`src/rtl/ram_port_arbiter.sv`:
```
// rtl/ram_port_arbiter.sv - merges the core RAM port with the buffered JTAG debug write stream
//
// Ports:
//   clk, rst                  system clock, synchronous active-high reset
//   halt_i                    core halted; queued JTAG writes take priority
//   c_wen/c_ren/c_addr/c_wdata core request (held by the core while c_busy)
//   c_rdata, c_busy           read data pass-through, request-not-granted flag
//   j_wen/j_addr/j_wdata      single-cycle JTAG write strobe, no backpressure
//   ram_wen/ram_ren/ram_addr/ram_wdata/ram_rdata   RAM side
//   j_pending, j_level, j_ovf FIFO non-empty, occupancy, sticky drop flag

module ram_port_arbiter #(
  parameter int DW         = 32,
  parameter int AW         = 32,
  parameter int DEPTH      = 4,
  parameter int STARVE_MAX = 8
) (
  input  logic                       clk,
  input  logic                       rst,
  input  logic                       halt_i,
  input  logic [3:0]                 c_wen,
  input  logic                       c_ren,
  input  logic [AW-1:0]              c_addr,
  input  logic [DW-1:0]              c_wdata,
  output logic [DW-1:0]              c_rdata,
  output logic                       c_busy,
  input  logic                       j_wen,
  input  logic [AW-1:0]              j_addr,
  input  logic [DW-1:0]              j_wdata,
  output logic [3:0]                 ram_wen,
  output logic                       ram_ren,
  output logic [AW-1:0]              ram_addr,
  output logic [DW-1:0]              ram_wdata,
  input  logic [DW-1:0]              ram_rdata,
  output logic                       j_pending,
  output logic [$clog2(DEPTH):0]     j_level,
  output logic                       j_ovf
);

  localparam int PW = $clog2(DEPTH);
  localparam int LW = PW + 1;
  localparam int SW = $clog2(STARVE_MAX + 1);

  logic [AW-1:0] q_addr [DEPTH];
  logic [DW-1:0] q_data [DEPTH];
  logic [PW-1:0] rd_ptr;
  logic [PW-1:0] wr_ptr;
  logic [LW-1:0] level;
  logic [SW-1:0] starve_cnt;

  logic core_req;
  logic force_j;
  logic core_win;
  logic grant_core;
  logic grant_j;
  logic push;
  logic pop;

  assign j_level   = level;
  assign j_pending = (level != '0);
  assign c_rdata   = ram_rdata;

  always_comb begin
    core_req = (|c_wen) | c_ren;
    force_j  = j_pending & (halt_i | (starve_cnt == SW'(STARVE_MAX)));
    core_win = core_req & ~force_j;
    // Reset suppresses every grant so no RAM strobe escapes while rst is high.
    grant_core = core_win & ~rst;
    grant_j    = j_pending & ~core_win & ~rst;
    pop        = grant_j;
    // A full FIFO still accepts a write when the head leaves in the same cycle.
    push       = j_wen & ((level < LW'(DEPTH)) | pop);
    c_busy     = core_req & ~grant_core & ~rst;
  end

  always_comb begin
    ram_wen   = 4'h0;
    ram_ren   = 1'b0;
    ram_addr  = c_addr;
    ram_wdata = c_wdata;
    if (grant_core) begin
      ram_wen = c_wen;
      ram_ren = c_ren;
    end else if (grant_j) begin
      ram_wen   = 4'hF;
      ram_addr  = q_addr[rd_ptr];
      ram_wdata = q_data[rd_ptr];
    end
  end

  always_ff @(posedge clk) begin
    if (rst) begin
      rd_ptr     <= '0;
      wr_ptr     <= '0;
      level      <= '0;
      starve_cnt <= '0;
      j_ovf      <= 1'b0;
    end else begin
      if (push) wr_ptr <= wr_ptr + 1'b1;
      if (pop)  rd_ptr <= rd_ptr + 1'b1;
      level <= level + LW'(push) - LW'(pop);
      if (j_wen & ~push) j_ovf <= 1'b1;
      // Counts core grants made while JTAG waits; saturation forces the next grant to JTAG.
      if (grant_j | ~j_pending)
        starve_cnt <= '0;
      else if (grant_core && (starve_cnt != SW'(STARVE_MAX)))
        starve_cnt <= starve_cnt + 1'b1;
    end
  end

  // Storage is not reset; only the pointers and level define validity.
  always_ff @(posedge clk) begin
    if (push) begin
      q_addr[wr_ptr] <= j_addr;
      q_data[wr_ptr] <= j_wdata;
    end
  end

endmodule

```
`config.mk`:
```
export PLATFORM = sky130hd
export DESIGN_NAME = ram_port_arbiter
export DESIGN_NICKNAME = d
export VERILOG_FILES = /design/src/rtl/ram_port_arbiter.sv
export SDC_FILE = /design/constraint.sdc
export NUM_CORES = 1
export LEC_CHECK = 0
export ABC_AREA = 1
export BUFFER_PORTS_ARGS = -buffer_cell sky130_fd_sc_hd__buf_4
export CAP_MARGIN = 20
export CELL_PAD_IN_SITES_DETAIL_PLACEMENT = 0
export CELL_PAD_IN_SITES_GLOBAL_PLACEMENT = 2
export CORE_MARGIN = 1.5
export CORE_UTILIZATION = 37
export CTS_CLUSTER_DIAMETER = 100
export DETAILED_ROUTE_END_ITERATION = 12
export PLACE_DENSITY_LB_ADDON = 0.12
export SLEW_MARGIN = 20
export SYNTH_ARGS = -nofsm -noshare
export SYNTH_HDL_FRONTEND = slang
export SYNTH_SLANG_ARGS = --single-unit
```
`constraint.sdc`:
```
create_clock -name clk -period 11.4 [get_ports clk]
set_input_delay 1.14 -clock clk [delete_from_list [all_inputs] [get_ports clk]]
set_output_delay 1.14 -clock clk [all_outputs]
set_load 0.005 [all_outputs]
```
==> reports/metrics.csv, run 1 <==
stage,metric,value,unit
global_route,grt_pass1_wl,38900,um
pwr,power.density,187,nW/um2
critical_path,path_max_fanout,75,
critical_path,max_stage_delay,610,ps
clocking,root_buffer,clkbuf_16,
floorplan,row_count,64,
floorplan,die_x,179,um
sta,finalCritPeriodShare,42.4,%
critical_path,crit_path_frequent_cell,buf_4,
status,status,completed,
hold_path,hold_path.startpoint,j_ovf$_SDFFE_PP0P_,
critical_path,rrSetupSlack,7500,ps
sta,drv_slew,0,
sta,worst_slew_pin_slew,966,ps
pwr,p_leak,5.37,nW
synth,synth_area,11400,um2
sta,finalSetupTns,0,ps
sta,skew,10.1,ps
synth,ys_ff_latch,270,
clocking,ctsHoldBuffers,0,
hold_path,min_to,j_ovf$_SDFFE_PP0P_,
synth,synth_area_leader_cell,edfxtp_1,
clocking,clockBufferDepth,3,
critical_path,cp_slowest_cell,inv_2,
sta,hold_viol_final,0,
placed_design,dp_hpwl,14800,um
sta,slew_headroom,35.6,%
sta,period_needed,4830,ps
critical_path,startpoint_type,primary input,
synth,synth_fp_nets,1145,
sta,setup_viol,0,
finish,area_growth,22.3,%
drt,dr.pass1.iters,4,
synth,synth_area_leaders,"edfxtp_1 67%, nand2_1 6.7%, nor2_1 6.7%, o32ai_1 4.9%, buf_4 3.1%",
synth,synth-edff-count,256,
sta,rsz0062_at_grt,no,
synth,synth_cell_types,25,
global_route,track_usage,15.8,%
finish,drive_gt1_share,24.0,%
clocking,clk_pin_slew,60,ps
critical_path,path_class,in2out,
synth,synth_ff_type,edfxtp_1,
critical_path,path_buf_inv,4,
finish,final_util,45.8,%
critical_path,cp-end-kind,output pin,
floorplan,core,30500,um2
drt,wirelength,25500,um
hold_path,hold_class,reg2reg,
floorplan,die_area,31900,um2
pwr,peakVddDrop,0.104,mV
clocking,cts_tree,yes,
critical_path,r2r_start,starve_cnt[0]$_SDFFE_PP0P_,
critical_path,worstSetupStartpoint,c_wen[3],
critical_path,ff2ff_path_depth,11,
clocking,cts_resized,0,
clocking,cts_setup_buffers,0,
floorplan,die_h,179,um
placed_design,globalplace.congestion,0.701,
clocking,clock_latency,530,ps
drt,wl_per_cell,16.4,um
hold_path,hold_depth,2,
placed_design,port-buffer-count,211,
synth,synth.avg_cell_area,11.8,um2
global_route,antenna_found_initial,2,
drt,drt-vias-per-instance,4.80,
synth,synth_top_area_share,67.3,%
synth,synth_cells,967,
global_route,grt_max_degree,92,
drt,drc,0,
finish,finish.net_count,1306,
clocking,htree_levels,1,
clocking,cts_made_buffers,29,
critical_path,required,10260,ps
drt,final_antenna_net_count,0,
global_route,grt_pass1_vias,7083,
floorplan,ios,276,
critical_path,crit_arrival,3690,ps
critical_path,cp_top_family,buffers and inverters,
synth,async_flop_share,0,%
sta,max_freq,0.207,GHz
drt,drtIter0Drc,413,
clocking,clock-sinks,270,
drt,vias,7442,
synth,ys_warn_count,0,
synth,ys_seq_area_share,69.8,%
finish,num-fill-cells,2848,
floorplan,start_util,37.4,%
critical_path,r2r-end,q_data[2][24]$_DFFE_PP_,
job,max_cap_violations,0,
critical_path,crit_chain,buf_4 -> nor2_1 -> nand4_1 -> nand2_2 -> nand2_4 -> inv_2 -> buf_4 -> nand2_1 -> nand2_1 -> buf_4,
global_route,gr-total-overflow,0,
-- layer usage --
layer | GRT usage [%] | up-vias | wire (um)
li1 | - | 3695 | -
met1 | 20.8 | 3525 | 11300
met2 | 26.1 | 188 | 12000
met3 | 3.54 | 34 | 1640
met4 | 4.83 | 0 | 567
met5 | 0 | - | 0
-- per-stage QoR --
stage | power [mW] | std cells | worst slack (ps) | area (um2) | hold WS [ps]
2_1_floorplan | 1.53 | 967 | 6430 | 11400 | 441
3_3_place_gp | 1.72 | 1493 | 6490 | 13000 | 442
3_5_place_dp | 1.72 | 1493 | 6440 | 13000 | 452
4_1_cts | 2.66 | 1546 | 6450 | 14000 | 466
5_1_grt | 2.75 | 1547 | 6220 | 14000 | 503
6_report | 2.62 | 1549 | 6570 | 14000 | 466
-- cells in the mapped netlist, types with 3 or more instances --
| master | n |
|---|---|
| xor2_1 | 3 |
| inv_2 | 4 |
| nand3_1 | 7 |
| edfxtp_1 | 256 |
| buf_2 | 14 |
| o21ai_1 | 4 |
| o32ai_1 | 64 |
| a21oi_1 | 9 |
| o21ai_0 | 66 |
| buf_6 | 9 |
| nor2_1 | 205 |
| nand2_2 | 4 |
| clkbuf_1 | 18 |
| nand2_1 | 205 |
| buf_4 | 47 |
| ha_1 | 8 |
| inv_1 | 23 |
| dfxtp_1 | 14 |
-- cell type report --
class / instances / area [um2] / share of cell area [%]
diodes: 3 / 7.51 / 0.0538
flip-flops and latches: 270 / 7980 / 57.1
well taps: 396 / 495 / 3.55
clock inverters: 17 / 209 / 1.50
multi-input cells: 581 / 2780 / 19.9
clock buffers: 36 / 752 / 5.39
repair buffers: 219 / 1640 / 11.8
inverters: 27 / 104 / 0.744
-- tightest hold or removal path: cells and delay by family, from the launching register on --
family / cells / cell delay, ps
buffers and inverters: 1 / 50
AO/OA/AOI/OAI: 1 / 60
flip-flops: 1 / 310
-- registers in the layout (all words and copies together) (netlist names), named ones only --
| register | count |
|---|---|
| j_ovf | 1 |
| q_data | 128 |
| q_addr | 128 |
| rd_ptr | 2 |
| starve_cnt | 4 |
| wr_ptr | 2 |
| j_level | 3 |
-- logic make-up after synthesis --
family,share of synthesized area [%]
DFF,69.8
adders and majority gates,1.05
and+or+nand+nor,14.2
AOI/OAI and AO/OA,8.45
xor gates and xnor gates,0.307
buffers and inverters,6.20
-- worst max-delay path by stage --
stage	end	slack (ps)	cells after the start
floorplan	q_addr[0][0]$_DFFE_PP_	6430	7
global placement	ram_wdata[14]	6490	10
detailed placement	ram_wdata[14]	6440	10
CTS	ram_wdata[14]	6450	10
global route	ram_wdata[14]	6220	10
finish	ram_wdata[14]	6570	10
-- where the power goes --
group | internal [mW] | total, mW | switching [mW]
Sequential | 1.18 | 1.22 | 0.0384
Clock | 0.578 | 0.934 | 0.356
Combinational | 0.191 | 0.460 | 0.269
-- placed cells by master, fill, tap and decap left out, types with 2 or more instances in the layout --
master	Yosys	final
edfxtp_1	256	256
buf_4	47	219
nand2_1	205	205
nor2_1	205	201
o21ai_0	66	66
o32ai_1	64	64
clkbuf_16	0	29
inv_1	23	23
dfxtp_1	14	12
a21oi_1	9	9
ha_1	8	8
nand3_1	7	7
clkbuf_1	18	7
clkinv_1	0	6
bufinv_16	0	5
o21ai_1	4	4
nor2_4	0	4
clkinv_2	0	4
diode_2	0	3
inv_2	4	3
nand2_2	4	3
xor2_1	3	3
dfxtp_4	0	2
No activity file was read; power rests on OpenSTA's default activity.
==> run 2: changes to the inputs <==
- CORE_UTILIZATION: 37 -> 35
- clock period: 11.4 -> 5.05 ns (I/O delays scaled with it)
==> reports/metrics.csv, run 2 (synthesized netlist as in run 1, its figures left out) <==
stage,metric,value,unit,change
finish,reg_top3,"q_addr: 128 flops, q_data: 128 flops, starve_cnt: 4 flops",,
critical_path,crit_arrival,3020,ps,-670 ps
clocking,clk_pin_slew,60,ps,about the same
critical_path,required,4550,ps,-5710 ps
critical_path,r2r-end,j_level[2]$_SDFF_PP0_,,
critical_path,startpoint_type,flip-flop,,
sta,finalCritPeriodShare,69.9,%,
floorplan,core,31800,um2,+4.2%
global_route,track_usage,15.2,%,-0.64 points
critical_path,cp-end-kind,output pin,,
sta,period_needed,3530,ps,
floorplan,die_area,33700,um2,+5.6%
global_route,antenna_found_initial,2,,unchanged
placed_design,globalplace.congestion,0.678,,-3.2%
critical_path,r2r_start,starve_cnt[0]$_SDFFE_PP0P_,,
pwr,finalPower,6.01,mW,+130%
critical_path,path_max_fanout,89,,+19%
drt,drtIter0Drc,408,,-1.2%
sta,worst_slew_pin_slew,1040,ps,+74.5 ps
finish,finish.net_count,1309,,+0.23%
drt,vias,7430,,-0.16%
floorplan,die_x,184,um,+2.8%
clocking,clock_latency,540,ps,about the same
floorplan,start_util,35.9,%,-1.5 points
global_route,grt_max_degree,90,,-2.2%
floorplan,ios,276,,unchanged
clocking,cts_setup_buffers,0,,unchanged
pwr,p_leak,5.42,nW,+0.88%
global_route,grt_pass1_wl,39500,um,+1.6%
sta,drv_slew,0,,unchanged
critical_path,ff2ff_path_depth,17,,+6
placed_design,port-buffer-count,211,,unchanged
hold_path,hold_depth,1,,-1
job,max_cap_violations,0,,unchanged
sta,hold_viol_final,0,,unchanged
drt,drt-vias-per-instance,4.67,,-2.8%
hold_path,hold_class,in2reg,,
status,status,completed,,
drt,dr.pass1.iters,5,,+1
hold_path,hold_path.startpoint,j_addr[15],,
floorplan,die_h,184,um,+2.8%
drt,final_antenna_net_count,0,,unchanged
pwr,power.density,426,nW/um2,+130%
placed_design,dp_hpwl,15100,um,+2.1%
sta,setup_viol,0,,unchanged
clocking,cts_made_buffers,29,,unchanged
finish,layout_common_cells,"256 x edfxtp_1, 220 x buf_4, 205 x nand2_1, 201 x nor2_1, 66 x o21ai_0",,
clocking,root_buffer,clkbuf_16,,
critical_path,path_class,reg2out,,
global_route,gr-total-overflow,0,,unchanged
clocking,cts_resized,0,,unchanged
sta,layout_setup_ws,1520,ps,-5050 ps
finish,area_growth,23.5,%,
pwr,peakVddDrop,0.209,mV,+100%
critical_path,rrSetupSlack,1850,ps,-5650 ps
clocking,clockBufferDepth,3,,unchanged
clocking,ctsHoldBuffers,0,,unchanged
clocking,clock-sinks,270,,unchanged
hold_path,min_to,q_addr[1][15]$_DFFE_PP_,,
sta,finalSetupTns,0,ps,unchanged
finish,drive_gt1_share,24.9,%,+0.87 points
sta,rsz0062_at_grt,no,,
drt,wirelength,25500,um,+0.28%
drt,drc,0,,unchanged
clocking,cts_tree,yes,,
sta,slew_headroom,30.6,%,-5.0 points
clocking,htree_levels,1,,unchanged
sta,skew,8.98,ps,-1.11 ps
placed_design,post-place-ws,1760,ps,-4680 ps
drt,wl_per_cell,16.0,um,-2.4%
finish,final_common_cell,edfxtp_1,,
floorplan,row_count,65,,+1.6%
sta,max_freq,0.283,GHz,
global_route,grt_pass1_vias,7217,,+1.9%
[run 2: worst max-delay path, cell delays in order, from the launching register on]
cell and delay (ps):
dfxtp_4 480, inv_4 740, buf_4 520, nor2_1 80, o32ai_1 360, nand2_1 90, nand2_1 70, buf_4 100
[run 2: worst max-delay path by stage]
stage	start	to	depth (start not counted)
floorplan	c_wen[3]	q_addr[0][0]$_DFFE_PP_	7
global placement	c_wen[3]	q_data[2][23]$_DFFE_PP_	9
detailed placement	c_wen[3]	q_data[2][23]$_DFFE_PP_	9
CTS	flip-flop	ram_wdata[26]	7
global route	flip-flop	ram_wdata[26]	7
finish	flip-flop	ram_wdata[26]	7
[run 2: per-layer routing]
metal	vias to the layer above	GRT usage, %	wire, um
met4	0	4.66	635
met3	62	3.09	1560
met1	3480	19.8	11500
met2	188	25.4	11900
met5	-	0	0
li1	3700	-	-
[run 2: through the flow]
step | instance area (um2) | utilization (%) | std cells | hold slack, ps
after global placement | 13100 | 41.2 | 1535 | 450
after floorplan | 11400 | - | 967 | 441
after global routing | 14100 | 44.3 | 1589 | 140
after CTS | 14100 | 44.3 | 1589 | 135
after detailed placement | 13100 | 41.2 | 1535 | 453
final | 14100 | 44.4 | 1591 | 162
[run 2: final cells by class]
class	instances	area [um2]
fill	2978	17700
tap	435	544
clock inverter	23	275
inverter	27	104
clock buffer	31	733
timing repair buffer	222	1690
sequential	270	7980
antenna	2	5.00
multi-input combinational	581	2780
[run 2: report_power, final]
| part | internal (mW) | total, mW | switching, mW | leakage [nW] |
|---|---|---|---|---|
| logic | 0.443 | 1.06 | 0.617 | 2.47 |
| registers | 2.67 | 2.75 | 0.0762 | 2.46 |
| clock network | 1.36 | 2.20 | 0.843 | 0.492 |
==> run 3: changes to the inputs <==
- clock period: 5.05 -> 3.6 ns (I/O delays scaled with it)
==> reports/metrics.csv, run 3 (synthesized netlist as in run 1, its figures left out) <==
stage,metric,value,unit,change
status,status,completed,,
placed_design,port-buffer-count,211,,unchanged
floorplan,core,31800,um2,unchanged
pwr,combPwrFrac,18.8,%,+1.2 points
drt,vias,7639,,+2.8%
critical_path,max_stage_delay,500,ps,-240 ps
clocking,root_buffer,clkbuf_16,,
floorplan,die_area,33700,um2,unchanged
sta,slew_headroom,51.9,%,+21 points
finish,area_growth,25.3,%,
sta,drv_slew,0,,unchanged
pwr,p_leak,5.50,nW,+1.5%
drt,m1WireLength,11400,um,-0.73%
global_route,grt_max_degree,82,,-8.9%
finish,drive_gt1_share,24.0,%,-0.82 points
critical_path,ff2ff_path_depth,17,,unchanged
floorplan,die_x,184,um,unchanged
sta,rsz0062_at_grt,no,,
clocking,clock-sinks,270,,unchanged
critical_path,r2r-end,j_level[2]$_SDFF_PP0_,,
sta,skew,10.5,ps,+1.50 ps
global_route,grt_pass1_vias,7610,,+5.4%
sta,finalCritPeriodShare,82.4,%,
pwr,swShare,26.1,%,+0.52 points
drt,wl_met3,1500,um,-3.4%
hold_path,hold_path.startpoint,j_wdata[18],,
drt,wl_met2,12600,um,+6.4%
clocking,cts_made_buffers,29,,unchanged
sta,hold_viol_final,0,,unchanged
finish,final_common_cell,edfxtp_1,,
critical_path,path_depth,7,,unchanged
sta,setup_viol,0,,unchanged
global_route,grt_pass1_wl,40600,um,+2.8%
clocking,htree_levels,1,,unchanged
placed_design,place_area,13200,um2,+0.61%
pwr,seqPwrFrac,47.3,%,+1.6 points
floorplan,row_count,65,,unchanged
critical_path,path_buf_inv,3,,unchanged
sta,max_freq,0.337,GHz,
critical_path,cp_top_family,buffers and inverters,,
drt,top_layer_used,met4,,
global_route,gr-total-overflow,0,,unchanged
critical_path,crit_chain,inv_4 -> buf_4 -> nor2_1 -> o32ai_1 -> nand2_1 -> nand2_1 -> buf_4,,
clocking,cts_resized,0,,unchanged
drt,wirelength,26000,um,+2.0%
finish,instances_no_fill,1617,,+1.6%
global_route,antenna_found_initial,1,,-1
placed_design,dpl.cell_count,1539,,+0.26%
job,max_cap_violations,0,,unchanged
pwr,internal_power,6.02,mW,+35%
drt,drtIter0Drc,403,,-1.2%
clocking,clk_pin_slew,60,ps,about the same
pwr,power.clock.fraction,33.9,%,-2.7 points
drt,wl_per_cell,16.1,um,+0.40%
critical_path,path_max_fanout,49,,-45%
critical_path,cp_slowest_cell,dfxtp_4,,
pwr,power.switching,2.12,mW,+38%
critical_path,required,3240,ps,-1310 ps
sta,worst_slew_pin_slew,721,ps,-320 ps
floorplan,start_util,35.9,%,unchanged
placed_design,globalplace.congestion,0.675,,-0.50%
clocking,clock_latency,540,ps,about the same
floorplan,die_h,184,um,unchanged
global_route,track_usage,15.5,%,+0.35 points
finish,layout_common_cells,"256 x edfxtp_1, 220 x buf_4, 205 x nand2_1, 201 x nor2_1, 66 x o21ai_0",,
critical_path,r2r_start,starve_cnt[0]$_SDFFE_PP0P_,,
hold_path,min_to,q_data[2][18]$_DFFE_PP_,,
sta,finalSetupTns,0,ps,unchanged
drt,drc,0,,unchanged
finish,reg_top3,"q_addr: 128 flops, q_data: 128 flops, starve_cnt: 4 flops",,
hold_path,hold_depth,1,,unchanged
finish,design_area,14300,um2,+1.5%
sta,period_needed,2970,ps,
drt,drt-vias-per-instance,4.72,,+1.2%
critical_path,crit_arrival,2610,ps,-410 ps
clocking,clockBufferDepth,3,,unchanged
floorplan,ios,276,,unchanged
pwr,peakVddDrop,0.367,mV,+76%
drt,final_antenna_net_count,0,,unchanged
critical_path,rrSetupSlack,790,ps,-1060 ps
finish,finish.net_count,1338,,+2.2%
pwr,power.density,569,nW/um2,+34%
critical_path,cp-end-kind,output pin,,
critical_path,startpoint_type,flip-flop,,
clocking,cts_tree,yes,,
critical_path,path_class,reg2out,,
placed_design,dp_hpwl,15600,um,+3.5%
hold_path,hold_class,in2reg,,
drt,dr.pass1.iters,5,,unchanged
==> run 3: power by group through the flow <==
| stage | registers, mW | clock network, mW | logic (mW) |
|---|---|---|---|
| finish | 3.86 | 2.76 | 1.53 |
| global route | 3.88 | 2.96 | 1.74 |
| CTS | 3.86 | 2.84 | 1.58 |
| detailed placement | 3.93 | 0 | 1.55 |
| global placement | 3.92 | 0 | 1.56 |
| floorplan | 3.90 | 0 | 0.926 |
==> run 3: worst register-to-register path: stages, from the launching register on <==
cell and delay [ps]:
dfxtp_1 370, inv_1 70, ha_1 200, nand3_2 100, nand2_1 70, nand2_2 90, nand2_2 70, nand2_4 100
nand2_1 120, nand2_1 370, ha_1 320, inv_1 50, ha_1 120, inv_1 50, fa_1 370, inv_1 70
o21ai_0 80, a21oi_1 110
==> run 3: cell type report <==
class,instances,area (um2)
clock buffer,37,756
inverter,27,104
clock inverter,15,131
sequential,270,7980
antenna,1,2.50
multi-input combinational,581,2780
fill,3000,17500
tap,435,544
timing repair buffer,251,2020
==> run 3: how the worst max path moves through the flow <==
stage | start | endpoint | slack [ps]
after detailed placement | starve_cnt[0]$_SDFFE_PP0P_ | j_level[2]$_SDFF_PP0_ | 750
after CTS | flip-flop | ram_wdata[1] | 560
final | flip-flop | ram_wdata[1] | 630
after floorplan | starve_cnt[0]$_SDFFE_PP0P_ | q_addr[0][0]$_DFFE_PP_ | -720
after global routing | starve_cnt[0]$_SDFFE_PP0P_ | ram_addr[6] | 390
after global placement | starve_cnt[0]$_SDFFE_PP0P_ | j_level[2]$_SDFF_PP0_ | 790
==> run 3: what timing repair did <==
item                      in CTS  in global routing
hold endpoints to repair      90                  0
hold buffers                  25                  0
buffers inserted               0                  0
==> run 3: per-layer routing <==
layer  vias up  track usage, %
met5         -               0
met1      3640            19.9
met3        58            2.73
met2       188            26.9
met4         0            4.43
li1       3753               -
==> run 3: through the flow <==
stage                     setup WS, ps  total power, mW  hold slack (ps)  util [%]
final                              634             8.15             22.7      45.0
after global routing               389             8.58             3.68      45.0
after CTS                          558             8.28            0.500      45.0
after detailed placement           752             5.48              444      41.4
after global placement             790             5.48              441      41.4
after floorplan                   -717             4.83              429         -
